<file path="src/rtl/smooth_ctrl_pkg.sv">
// Shared definitions for the smoothing-filter control path: state encodings are
// exported so the datapath can read back controller status for debug.
package smooth_ctrl_pkg;

  localparam int STATE_W = 3;

  typedef enum logic [STATE_W-1:0] {
    ST_IDLE   = 3'd0,
    ST_SAMPLE = 3'd1,
    ST_LOAD   = 3'd2,
    ST_MAC    = 3'd3,
    ST_OUT    = 3'd4
  } state_t;

  // True for any state in which a frame is in flight.
  function automatic logic state_busy(input state_t s);
    return (s != ST_IDLE);
  endfunction

endpackage

</file>
<file path="src/rtl/smooth_tap_counter.sv">
// Saturating up-counter with synchronous clear, enable and terminal-count flag.
// Used for both the tap index and the channel index of the smoothing controller.
module smooth_tap_counter #(
  parameter int MAX = 3,
  parameter int W   = 2
) (
  input  logic         sys_clk,
  input  logic         reset_n,
  input  logic         clr,
  input  logic         en,
  output logic [W-1:0] cnt,
  output logic         tc
);

  assign tc = (cnt == W'(MAX - 1));

  // Count up on enable, never past MAX-1; clear has priority.
  always_ff @(posedge sys_clk or negedge reset_n) begin
    if (!reset_n) begin
      cnt <= '0;
    end else if (clr) begin
      cnt <= '0;
    end else if (en && !tc) begin
      cnt <= cnt + W'(1);
    end
  end

endmodule

</file>
<file path="src/rtl/smooth_mac_controller.sv">
// Control FSM for the smoothing-filter datapath. Per ready strobe it walks
// NUM_CH interleaved channels through sample / load / NUM_TAPS MAC cycles /
// output, honouring downstream backpressure and flagging overrun strobes.
module smooth_mac_controller
  import smooth_ctrl_pkg::*;
#(
  parameter int NUM_TAPS = 3,
  parameter int NUM_CH   = 2,
  parameter int TAP_W    = ($clog2(NUM_TAPS) > 0) ? $clog2(NUM_TAPS) : 1,
  parameter int CH_W     = ($clog2(NUM_CH) > 0) ? $clog2(NUM_CH) : 1
) (
  input  logic             sys_clk,
  input  logic             reset_n,
  input  logic             ready,
  input  logic             stage1,
  input  logic             smooth,
  input  logic             out_ready,
  output logic             sclr,
  output logic             addr_sel,
  output logic             mac_en,
  output logic [TAP_W-1:0] factor_sel,
  output logic [CH_W-1:0]  ch_sel,
  output logic             out_valid,
  output logic             busy,
  output logic             overrun
);

  state_t           state, state_nxt;
  logic             stage1_q, smooth_q;
  logic             overrun_q;
  logic [TAP_W-1:0] tap;
  logic [CH_W-1:0]  ch;
  logic             tap_tc, ch_tc;
  logic             tap_clr, tap_en, ch_clr, ch_en;
  logic             accept;

  // A strobe only starts a frame when the controller is idle.
  assign accept = (state == ST_IDLE) && ready;

  smooth_tap_counter #(.MAX(NUM_TAPS), .W(TAP_W)) u_tap_cnt (
    .sys_clk (sys_clk),
    .reset_n (reset_n),
    .clr     (tap_clr),
    .en      (tap_en),
    .cnt     (tap),
    .tc      (tap_tc)
  );

  smooth_tap_counter #(.MAX(NUM_CH), .W(CH_W)) u_ch_cnt (
    .sys_clk (sys_clk),
    .reset_n (reset_n),
    .clr     (ch_clr),
    .en      (ch_en),
    .cnt     (ch),
    .tc      (ch_tc)
  );

  // State register.
  always_ff @(posedge sys_clk or negedge reset_n) begin
    if (!reset_n) begin
      state <= ST_IDLE;
    end else begin
      state <= state_nxt;
    end
  end

  // Mode is latched at frame start so mid-frame input changes cannot disturb it.
  always_ff @(posedge sys_clk or negedge reset_n) begin
    if (!reset_n) begin
      stage1_q <= 1'b0;
      smooth_q <= 1'b0;
    end else if (accept) begin
      stage1_q <= stage1;
      smooth_q <= smooth;
    end
  end

  // One-cycle overrun pulse for any strobe arriving while a frame is running.
  always_ff @(posedge sys_clk or negedge reset_n) begin
    if (!reset_n) begin
      overrun_q <= 1'b0;
    end else begin
      overrun_q <= ready && (state != ST_IDLE);
    end
  end

  // Next-state logic and counter control.
  always_comb begin
    state_nxt = state;
    tap_clr   = 1'b0;
    tap_en    = 1'b0;
    ch_clr    = 1'b0;
    ch_en     = 1'b0;
    case (state)
      ST_IDLE: begin
        if (ready) begin
          state_nxt = ST_SAMPLE;
          ch_clr    = 1'b1;
        end
      end
      ST_SAMPLE: begin
        state_nxt = stage1_q ? ST_OUT : ST_LOAD;
      end
      ST_LOAD: begin
        state_nxt = smooth_q ? ST_MAC : ST_OUT;
        tap_clr   = 1'b1;
      end
      ST_MAC: begin
        if (tap_tc) begin
          state_nxt = ST_OUT;
          tap_clr   = 1'b1;
        end else begin
          tap_en    = 1'b1;
        end
      end
      ST_OUT: begin
        if (out_ready) begin
          if (ch_tc) begin
            state_nxt = ST_IDLE;
            ch_clr    = 1'b1;
          end else begin
            state_nxt = ST_SAMPLE;
            ch_en     = 1'b1;
          end
        end
      end
      default: begin
        state_nxt = ST_IDLE;
      end
    endcase
  end

  // Moore output decode from registered state and counters.
  always_comb begin
    sclr       = 1'b0;
    addr_sel   = 1'b0;
    mac_en     = 1'b0;
    factor_sel = '0;
    ch_sel     = '0;
    out_valid  = 1'b0;
    case (state)
      ST_SAMPLE: begin
        ch_sel = ch;
      end
      ST_LOAD: begin
        sclr     = 1'b1;
        addr_sel = 1'b1;
        ch_sel   = ch;
      end
      ST_MAC: begin
        mac_en     = 1'b1;
        factor_sel = tap;
        ch_sel     = ch;
      end
      ST_OUT: begin
        out_valid = 1'b1;
        ch_sel    = ch;
      end
      default: begin
        ch_sel = '0;
      end
    endcase
  end

  assign busy    = state_busy(state);
  assign overrun = overrun_q;

endmodule
</file>
<file path="config.mk">
export PLATFORM = sky130hd
export DESIGN_NAME = smooth_mac_controller
export DESIGN_NICKNAME = d
export VERILOG_FILES = /design/src/rtl/smooth_ctrl_pkg.sv /design/src/rtl/smooth_tap_counter.sv /design/src/rtl/smooth_mac_controller.sv
export SDC_FILE = /design/constraint.sdc
export NUM_CORES = 1
export LEC_CHECK = 0
export ABC_AREA = 1
export BUFFER_PORTS_ARGS = -buffer_cell sky130_fd_sc_hd__buf_2
export CAP_MARGIN = 10
export CORE_AREA = 2 2 39 41
export CTS_BUF_LIST = sky130_fd_sc_hd__clkbuf_8 sky130_fd_sc_hd__clkbuf_16
export DETAILED_ROUTE_END_ITERATION = 10
export DIE_AREA = 0 0 41 43
export PLACE_DENSITY = 0.74
export SKIP_LAST_GASP = 1
export SYNTH_ARGS = -nofsm -noshare
export SYNTH_HDL_FRONTEND = slang
export SYNTH_SLANG_ARGS = --single-unit
</file>
<file path="constraint.sdc">
create_clock -name sys_clk -period 1.95 [get_ports sys_clk]
set_input_delay 0.195 -clock sys_clk [delete_from_list [all_inputs] [get_ports sys_clk]]
set_output_delay 0.195 -clock sys_clk [all_outputs]
set_load 0.01 [all_outputs]
</file>
==> results.sh, run 1 <==
export IMPL_synth_top_area_cell="sky130_fd_sc_hd__dfrtp_1"
export IMPL_worstSetupEndpointType="output port"
export IMPL_fillcell_total=136
export IMPL_worst_setup_hold_path_clk_slew_ns=0.04
export IMPL_timing_setup_tns_ns=0
export IMPL_design_die_area_sq_um=1760
export IMPL_cts_tree="done"
export IMPL_placementRows=14
export IMPL_starting_density_pct=38.3
export IMPL_crit_path_max_fanout=8
export IMPL_yosys_top_cells_area="sky130_fd_sc_hd__dfrtp_1 42%, sky130_fd_sc_hd__inv_1 7.8%, sky130_fd_sc_hd__nand2_1 6.4%, sky130_fd_sc_hd__nand3_1 5.7%, sky130_fd_sc_hd__nand2_2 4.7%"
export IMPL_number_of_warnings_reported_in_the_yosys_synthesis_log=0
export IMPL_ctsHtreeMaxLevel=1
export IMPL_power_density_nw_per_um2=1520
export IMPL_design_core_area_sq_um=1380
export IMPL_detail_route_wirelength_met1_microns=439
export IMPL_post_cts_resized=0
export IMPL_dr_max_layer_used="met4"
export IMPL_fp_dieH_microns=43
export IMPL_grt_start_max_net_pins=10
export IMPL_cts_buffers=3
export IMPL_synth_sequential_area_ratio_pct=42.5
export IMPL_finalHoldViolCount=0
export IMPL_layout_min_cycle_time_ns=1.55
export IMPL_layout_area_seq_sq_um=225
export IMPL_swShare_pct=42.7
export IMPL_leakage_nw=0.371
export IMPL_syn2layout_area_growth_pct=25.9
export IMPL_irDropWorstVdd_mv=0.690
export IMPL_total_met3_wirelength_after_detailed_routing_microns=38
export IMPL_p_int_w=0.000582
export IMPL_number_of_vias_in_the_routed_layout=456
export IMPL_worst_slew_margin_rel_pct=81.8
export IMPL_synthesis_area_per_instance_sq_um=8.16
export IMPL_final_core_utilization_pct=48.3
export IMPL_wl_met2_microns=450
export IMPL_multi_input_area_sq_um=249
export IMPL_max_cap_viols=0
export IMPL_yosysUniqueCellTypes=21
export IMPL_clock_insertion_delay_worst_skew_ns=0.23
export IMPL_ctsLongestPathBuffers=2
export IMPL_mappedNetlistNets=72
export IMPL_post_route_cells_drive_above_1_share_pct=38.6
export IMPL_required_ns=1.75
export IMPL_grt_pass1_wl_microns=1550
export IMPL_run_status="completed"
export IMPL_period_share_pct=79.6
export IMPL_wirelength_microns=984
export IMPL_detail_route_iter0_violations=16
export IMPL_diodes=0
export IMPL_cts_post_setup_buffers_inserted=0
export IMPL_placement_cell_area_sq_um=613
export IMPL_most_common_layout_cells="14 x sky130_fd_sc_hd__buf_2, 12 x sky130_fd_sc_hd__inv_1, 9 x sky130_fd_sc_hd__nand2_1, 9 x sky130_fd_sc_hd__dfrtp_1, 6 x sky130_fd_sc_hd__nand3_1"
export IMPL_netlist_area_sq_um=531
export IMPL_global_route_overflow_total=0
export IMPL_die_x_microns=41
export IMPL_worst_clk_skew_ns=0.00340
export IMPL_pin_count=15
export IMPL_gpl_final_weighted_congestion=0.785
export IMPL_whs_ns=0.197
export IMPL_final_non_filler_cell_area_sq_um=668
export IMPL_port_buffer_count=14
export IMPL_layout_cells_most_common="sky130_fd_sc_hd__buf_2"
export IMPL_cts_sink_count=9
export IMPL_finalPower_w=0.00102
export IMPL_post_synth_inst_count=65
export IMPL_share_clk_of_total_power_pct=20.3
export IMPL_max_clock_freq_mhz=644
export IMPL_kind_of_start_point_of_the_critical_path="flip-flop"
export IMPL_postCtsHoldBufs=1
export IMPL_combPwrFrac_pct=46.6
export IMPL_antenna_found_initial=0
export IMPL_hold_class="in2reg"
export IMPL_grt_setup_unrepaired="false"
export IMPL_remaining_drc_errors=0
export IMPL_dp_hpwl_microns=793
export IMPL_share_seq_of_total_power_pct=33.2
export IMPL_worst_ep_arrival_time_ns=1.36
export IMPL_net_switching_w=0.000433
export IMPL_worst_slew_pin_transition_ns=0.273
export IMPL_postRouteAntennaNets=0
export IMPL_wl_per_cell_microns=9.94
export IMPL_criticalPathCategory="reg2out"
export IMPL_netlist_area_leader_share_pct=42.5
export IMPL_nets=91
export IMPL_timing_final_setup_violations=0
export IMPL_via_count_of_the_first_global_routing_pass=422
export IMPL_timing_final_max_slew_violations=0
export IMPL_grt_util_all_layers_pct=14.0
export IMPL_detail_route_vias_per_cell=4.61
export IMPL_yosys_register_bits=9
export IMPL_clock_root_buffer="sky130_fd_sc_hd__clkbuf_8"
export IMPL_drtPass1Iterations=4
-- registers in the layout, indices dropped and copies added (netlist names) --
name and cells:
state 3, stage1_q 1, overrun 1, u_ch_cnt.cnt 1
smooth_q 1, u_tap_cnt.cnt 2
-- worst max-delay path, stage by stage, from the launching register on --
cell and delay [ns]:
sky130_fd_sc_hd__dfrtp_1 0.46, sky130_fd_sc_hd__nor2_2 0.22, sky130_fd_sc_hd__nand2_2 0.13, sky130_fd_sc_hd__a31oi_1 0.17, sky130_fd_sc_hd__buf_2 0.15
-- final cells by class --
type | instances | share of cell area, %
clock buffer | 3 | 6.18
tap | 16 | 3.00
sequential | 9 | 33.7
timing repair buffer | 15 | 12.0
multi-input combinational | 42 | 37.3
inverter | 13 | 7.30
clock inverter | 1 | 0.562
-- power groups by stage --
stage,sequential (W),combinational [W],clock [W]
6_report,0.000337,0.000473,0.000206
2_1_floorplan,0.000328,0.000366,0
3_3_place_gp,0.000334,0.000468,0
5_1_grt,0.000349,0.000538,0.000221
4_1_cts,0.000336,0.000482,0.000214
3_5_place_dp,0.000338,0.000478,0
-- metrics by stage --
stage / setup WS [ns] / instances
floorplan: 0.673 / 65
global placement: 0.675 / 94
detailed placement: 0.645 / 94
CTS: 0.394 / 99
global route: 0.321 / 99
finish: 0.397 / 99
-- layer usage --
| metal | track usage, % | vias up |
|---|---|---|
| met5 | 0 | - |
| met4 | 16.0 | 0 |
| met3 | 3.14 | 4 |
| met2 | 20.3 | 13 |
| met1 | 14.4 | 200 |
| li1 | - | 239 |
-- final timing paths --
check	slack (ns)	end	start	cells past startpoint
max in group asynchronous	1.42	state[0]	reset_n	2
hold / removal	0.20	stage1_q	stage1	3
setup reg to reg	0.75	state[0]	state[0]	6
setup / recovery	0.40	ch_sel	state[0]	4
hold reg to reg	0.51	stage1_q	stage1_q	2
min in group asynchronous	0.35	u_tap_cnt.cnt[0]	reset_n	2
-- cells by family (layout without fill, tap and decap cells) --
family | Yosys count | count (layout) | synth area share [%]
AND/OR/NAND/NOR | 33 | 33 | 34.0
buffers and inverters | 14 | 32 | 10.6
flip-flops | 9 | 9 | 42.5
AO/OA/AOI/OAI | 8 | 8 | 10.6
adder cells (fa/ha/maj) | 1 | 1 | 2.36
-- synth_stat cells --
library cell and number:
sky130_fd_sc_hd__a21oi_1 2, sky130_fd_sc_hd__a21oi_2 1, sky130_fd_sc_hd__a31oi_1 1, sky130_fd_sc_hd__buf_4 1
sky130_fd_sc_hd__dfrtp_1 9, sky130_fd_sc_hd__ha_1 1, sky130_fd_sc_hd__inv_1 11, sky130_fd_sc_hd__inv_2 2
sky130_fd_sc_hd__nand2_1 9, sky130_fd_sc_hd__nand2_2 4, sky130_fd_sc_hd__nand2_4 2, sky130_fd_sc_hd__nand3_1 6
sky130_fd_sc_hd__nand3b_1 1, sky130_fd_sc_hd__nand4_1 1, sky130_fd_sc_hd__nor2_1 5, sky130_fd_sc_hd__nor2_2 4
sky130_fd_sc_hd__nor2_4 1, sky130_fd_sc_hd__o211ai_1 1, sky130_fd_sc_hd__o211ai_2 1, sky130_fd_sc_hd__o21ai_0 1
sky130_fd_sc_hd__o22ai_1 1
No activity file was read; power rests on OpenSTA's default activity.
==> run 2, diff against run 1 <==
ABC_AREA = 0   (was 1)
PLACE_DENSITY = 0.78   (was 0.74)
clock period = 1.31 ns   (was 1.95 ns; I/O delays follow)
==> run 2 against run 1 <==
The run now ends with negative setup slack left. Global-route usage rose by 4.2 points. Clock power rose by 60%. Final area rose by 15%. Worst hold slack got worse by 0.094 ns. Sequential share of layout area fell by 4.2 points. First-iteration DRC count fell by 75%. Register-to-register slack got worse by 0.77 ns. Non-clock buffer count rose by 10. Sequential power rose by 56%. Critical path depth did not move. Final cell count fell by 3.0%. Die area did not move. Critical path type unchanged. Largest power group unchanged. Highest routed layer unchanged.
==> results.sh, run 2 <==
export IMPL_diodes=0
export IMPL_timing_rr_end="stage1_q"
export IMPL_largest_register_ffs=3
export IMPL_netlist_area_leader_share_pct=40.5
export IMPL_synthesis_area_per_instance_sq_um=10.1
export IMPL_global_route_overflow_total=0
export IMPL_critical_path_endpoint="ch_sel"
export IMPL_yosys_most_used_dff="sky130_fd_sc_hd__dfrtp_1"
export IMPL_criticalPathCategory="reg2out"
export IMPL_dp_hpwl_microns=832
export IMPL_irDropWorstVdd_mv=1.10
export IMPL_grt_busiest_layer="met2"
export IMPL_port_buffer_count=14
export IMPL_syn2layout_area_growth_pct=38.7
export IMPL_worst_slew_margin_rel_pct=84.6
export IMPL_grt_start_max_net_pins=10
export IMPL_layout_cells_most_common="sky130_fd_sc_hd__buf_2"
export IMPL_global_route_usage_met1_pct=22.3
export IMPL_worstHoldPathCells=2
export IMPL_registers_top_by_ff_count="state"
export IMPL_worstRegToRegCells=4
export IMPL_fillcell_total=121
export IMPL_yosys_register_bits=9
export IMPL_r2r_start="state[0]"
export IMPL_power_density_nw_per_um2=2450
export IMPL_period_share_pct=106
export IMPL_drtPass1Iterations=4
export IMPL_max_clock_freq_mhz=721
export IMPL_layout_min_cycle_time_ns=1.39
export IMPL_clock_insertion_delay_worst_skew_ns=0.24
export IMPL_nets=88
export IMPL_place_detailed_instances=86
export IMPL_layout_area_seq_sq_um=228
export IMPL_number_of_vias_in_the_routed_layout=487
export IMPL_run_status="complete, but fails checks"
export IMPL_multi_input_area_sq_um=294
export IMPL_post_route_cells_drive_above_1_share_pct=45.0
export IMPL_cts_buffers=3
export IMPL_most_common_layout_cells="13 x sky130_fd_sc_hd__buf_2, 8 x sky130_fd_sc_hd__buf_4, 7 x sky130_fd_sc_hd__dfrtp_1"
export IMPL_number_of_warnings_reported_in_the_yosys_synthesis_log=0
export IMPL_hold_class="in2reg"
export IMPL_setup_reg_to_reg_worst_slack_ns=-0.02
export IMPL_die_x_microns=41
export IMPL_placement_cell_area_sq_um=646
export IMPL_cts_tree="done"
export IMPL_globalRouteMet3Util_pct=7.85
export IMPL_crit_path_max_fanout=6
export IMPL_synth_top_area_cell="sky130_fd_sc_hd__dfrtp_1"
export IMPL_max_cap_viols=0
export IMPL_ctsLongestPathBuffers=2
export IMPL_fp_dieH_microns=43
export IMPL_ys_top_cells_by_count="9 x sky130_fd_sc_hd__dfrtp_1, 5 x sky130_fd_sc_hd__o21ai_0, 4 x sky130_fd_sc_hd__nand2_1, 4 x sky130_fd_sc_hd__nand2b_1"
export IMPL_wl_per_cell_microns=13.3
export IMPL_place_worst_setup_slack_ns=0.0491
export IMPL_yosysUniqueCellTypes=25
export IMPL_worst_ep_arrival_time_ns=1.26
export IMPL_wirelength_microns=1270
export IMPL_starting_density_pct=40.1
export IMPL_detail_route_iter0_violations=4
export IMPL_required_ns=1.18
export IMPL_mappedNetlistNets=62
export IMPL_synth_sequential_area_ratio_pct=40.5
export IMPL_synth_most_common_cell="sky130_fd_sc_hd__dfrtp_1"
export IMPL_clock_root_buffer="sky130_fd_sc_hd__clkbuf_8"
export IMPL_placementRows=14
export IMPL_worst_clk_skew_ns=0.00149
export IMPL_synthArstFlopShare_pct=100
export IMPL_grt_pass1_wl_microns=1990
export IMPL_startpoint_of_the_most_critical_setup_path="state[0]"
export IMPL_reg_top3="state (3), u_tap_cnt.cnt (2)"
export IMPL_worst_setup_hold_path_clk_slew_ns=0.05
export IMPL_grt_setup_unrepaired="true"
export IMPL_pin_count=15
export IMPL_synth_edff_count=0
export IMPL_worst_slew_pin_transition_ns=0.229
export IMPL_cts_sink_count=9
export IMPL_timing_final_ws_setup_ns=-0.0776
export IMPL_min_from="smooth"
export IMPL_antenna_found_initial=0
export IMPL_yosys_top_cells_area="sky130_fd_sc_hd__dfrtp_1 41%, sky130_fd_sc_hd__o41ai_2 5.9%, sky130_fd_sc_hd__nand2b_1 4.5%, sky130_fd_sc_hd__o21ai_0 4.5%, sky130_fd_sc_hd__buf_6 4.1%"
export IMPL_ctsHtreeMaxLevel=1
export IMPL_kind_of_start_point_of_the_critical_path="flip-flop"
export IMPL_remaining_drc_errors=0
export IMPL_design_core_area_sq_um=1380
export IMPL_post_synth_inst_count=55
export IMPL_postRouteAntennaNets=0
export IMPL_netlist_area_sq_um=556
export IMPL_layout_cells_non_filler=96
export IMPL_detail_route_vias_per_cell=5.07
export IMPL_via_count_of_the_first_global_routing_pass=438
export IMPL_use_met2_pct=25.0
export IMPL_final_non_filler_cell_area_sq_um=771
export IMPL_finalHoldViolCount=0
export IMPL_grt_util_all_layers_pct=18.3
export IMPL_worstSetupEndpointType="output port"
export IMPL_timing_final_setup_violations=7
export IMPL_failing_checks="negative setup slack"
export IMPL_design_die_area_sq_um=1760
export IMPL_timing_final_max_slew_violations=0
export IMPL_leakage_nw=0.391
export IMPL_gpl_final_weighted_congestion=0.730
[run 2: cell types whose count changed in the layout (fill, tap and decap cells not counted), moves of 3 or more]
| cell | change |
|---|---|
| sky130_fd_sc_hd__nand2b_1 | +4 |
| sky130_fd_sc_hd__nor2_1 | -3 |
| sky130_fd_sc_hd__nand2_2 | -4 |
| sky130_fd_sc_hd__buf_4 | +8 |
| sky130_fd_sc_hd__nand3_1 | -6 |
| sky130_fd_sc_hd__inv_1 | -8 |
| sky130_fd_sc_hd__nand2_1 | -5 |
| sky130_fd_sc_hd__buf_6 | +3 |
| sky130_fd_sc_hd__o21ai_1 | +3 |
| sky130_fd_sc_hd__nor2_2 | -4 |
[run 2: cell families (layout without fill, tap and decap cells)]
family	Yosys count	after routing	synth area share, %
buffers and inverters	8	33	9.46
flip-flops	9	9	40.5
multiplexers	2	2	4.05
AND/OR/NAND/NOR	22	22	25.7
adder cells (fa/ha/maj)	1	1	2.25
XOR/XNOR	1	1	1.58
AO/OA/AOI/OAI	12	12	16.4
[run 2: worst max-delay path, stage by stage (launching register included)]
cell                      delay [ns]
sky130_fd_sc_hd__dfrtp_2        0.45
sky130_fd_sc_hd__nor3_4         0.21
sky130_fd_sc_hd__inv_2          0.07
sky130_fd_sc_hd__and3_4         0.17
sky130_fd_sc_hd__buf_6          0.11
[run 2: final cells by class]
type / instances / share of cell area, %
Clock buffer: 3 / 5.36
Clock inverter: 1 / 0.487
Inverter: 4 / 1.95
Multi-Input combinational cell: 38 / 38.1
Sequential cell: 9 / 29.5
Tap cell: 16 / 2.60
Timing Repair Buffer: 25 / 21.9
[run 2: worst min path at each step]
stage	end	slack [ns]
CTS	smooth_q	0.10
global route	stage1_q	0.10
finish	smooth_q	0.10
floorplan	overrun	-0.16
detailed placement	u_ch_cnt.cnt	-0.003
global placement	overrun	-0.008
[run 2: through the flow]
stage / hold slack (ns) / util (%) / total power (W) / setup TNS (ns)
detailed placement: -0.00331 / 46.7 / 0.00133 / 0
CTS: 0.103 / 53.8 / 0.00180 / -0.339
global placement: -0.00776 / 46.7 / 0.00131 / 0
floorplan: -0.165 / - / 0.00113 / 0
global route: 0.102 / 55.7 / 0.00204 / -0.808
finish: 0.103 / 55.7 / 0.00189 / -0.355
[run 2: routing by layer]
layer	up-vias	part of all wire (%)
li1	238	-
met1	229	43
met2	15	49
met3	5	4.6
met4	0	3.2
met5	-	0
[run 2: power breakdown]
group / switching, W / total, W / internal [W]
combinational: 0.000482 / 0.00103 / 0.000552
clock: 0.000124 / 0.000329 / 0.000205
sequential: 0.000121 / 0.000527 / 0.000406
[run 2: what timing repair did]
item,in CTS,in global routing
hold buffers,1,0
pin swaps,3,4
buffers inserted,3,2
setup endpoints to repair,5,11
gates resized for setup,6,5
hold endpoints to repair,9,0
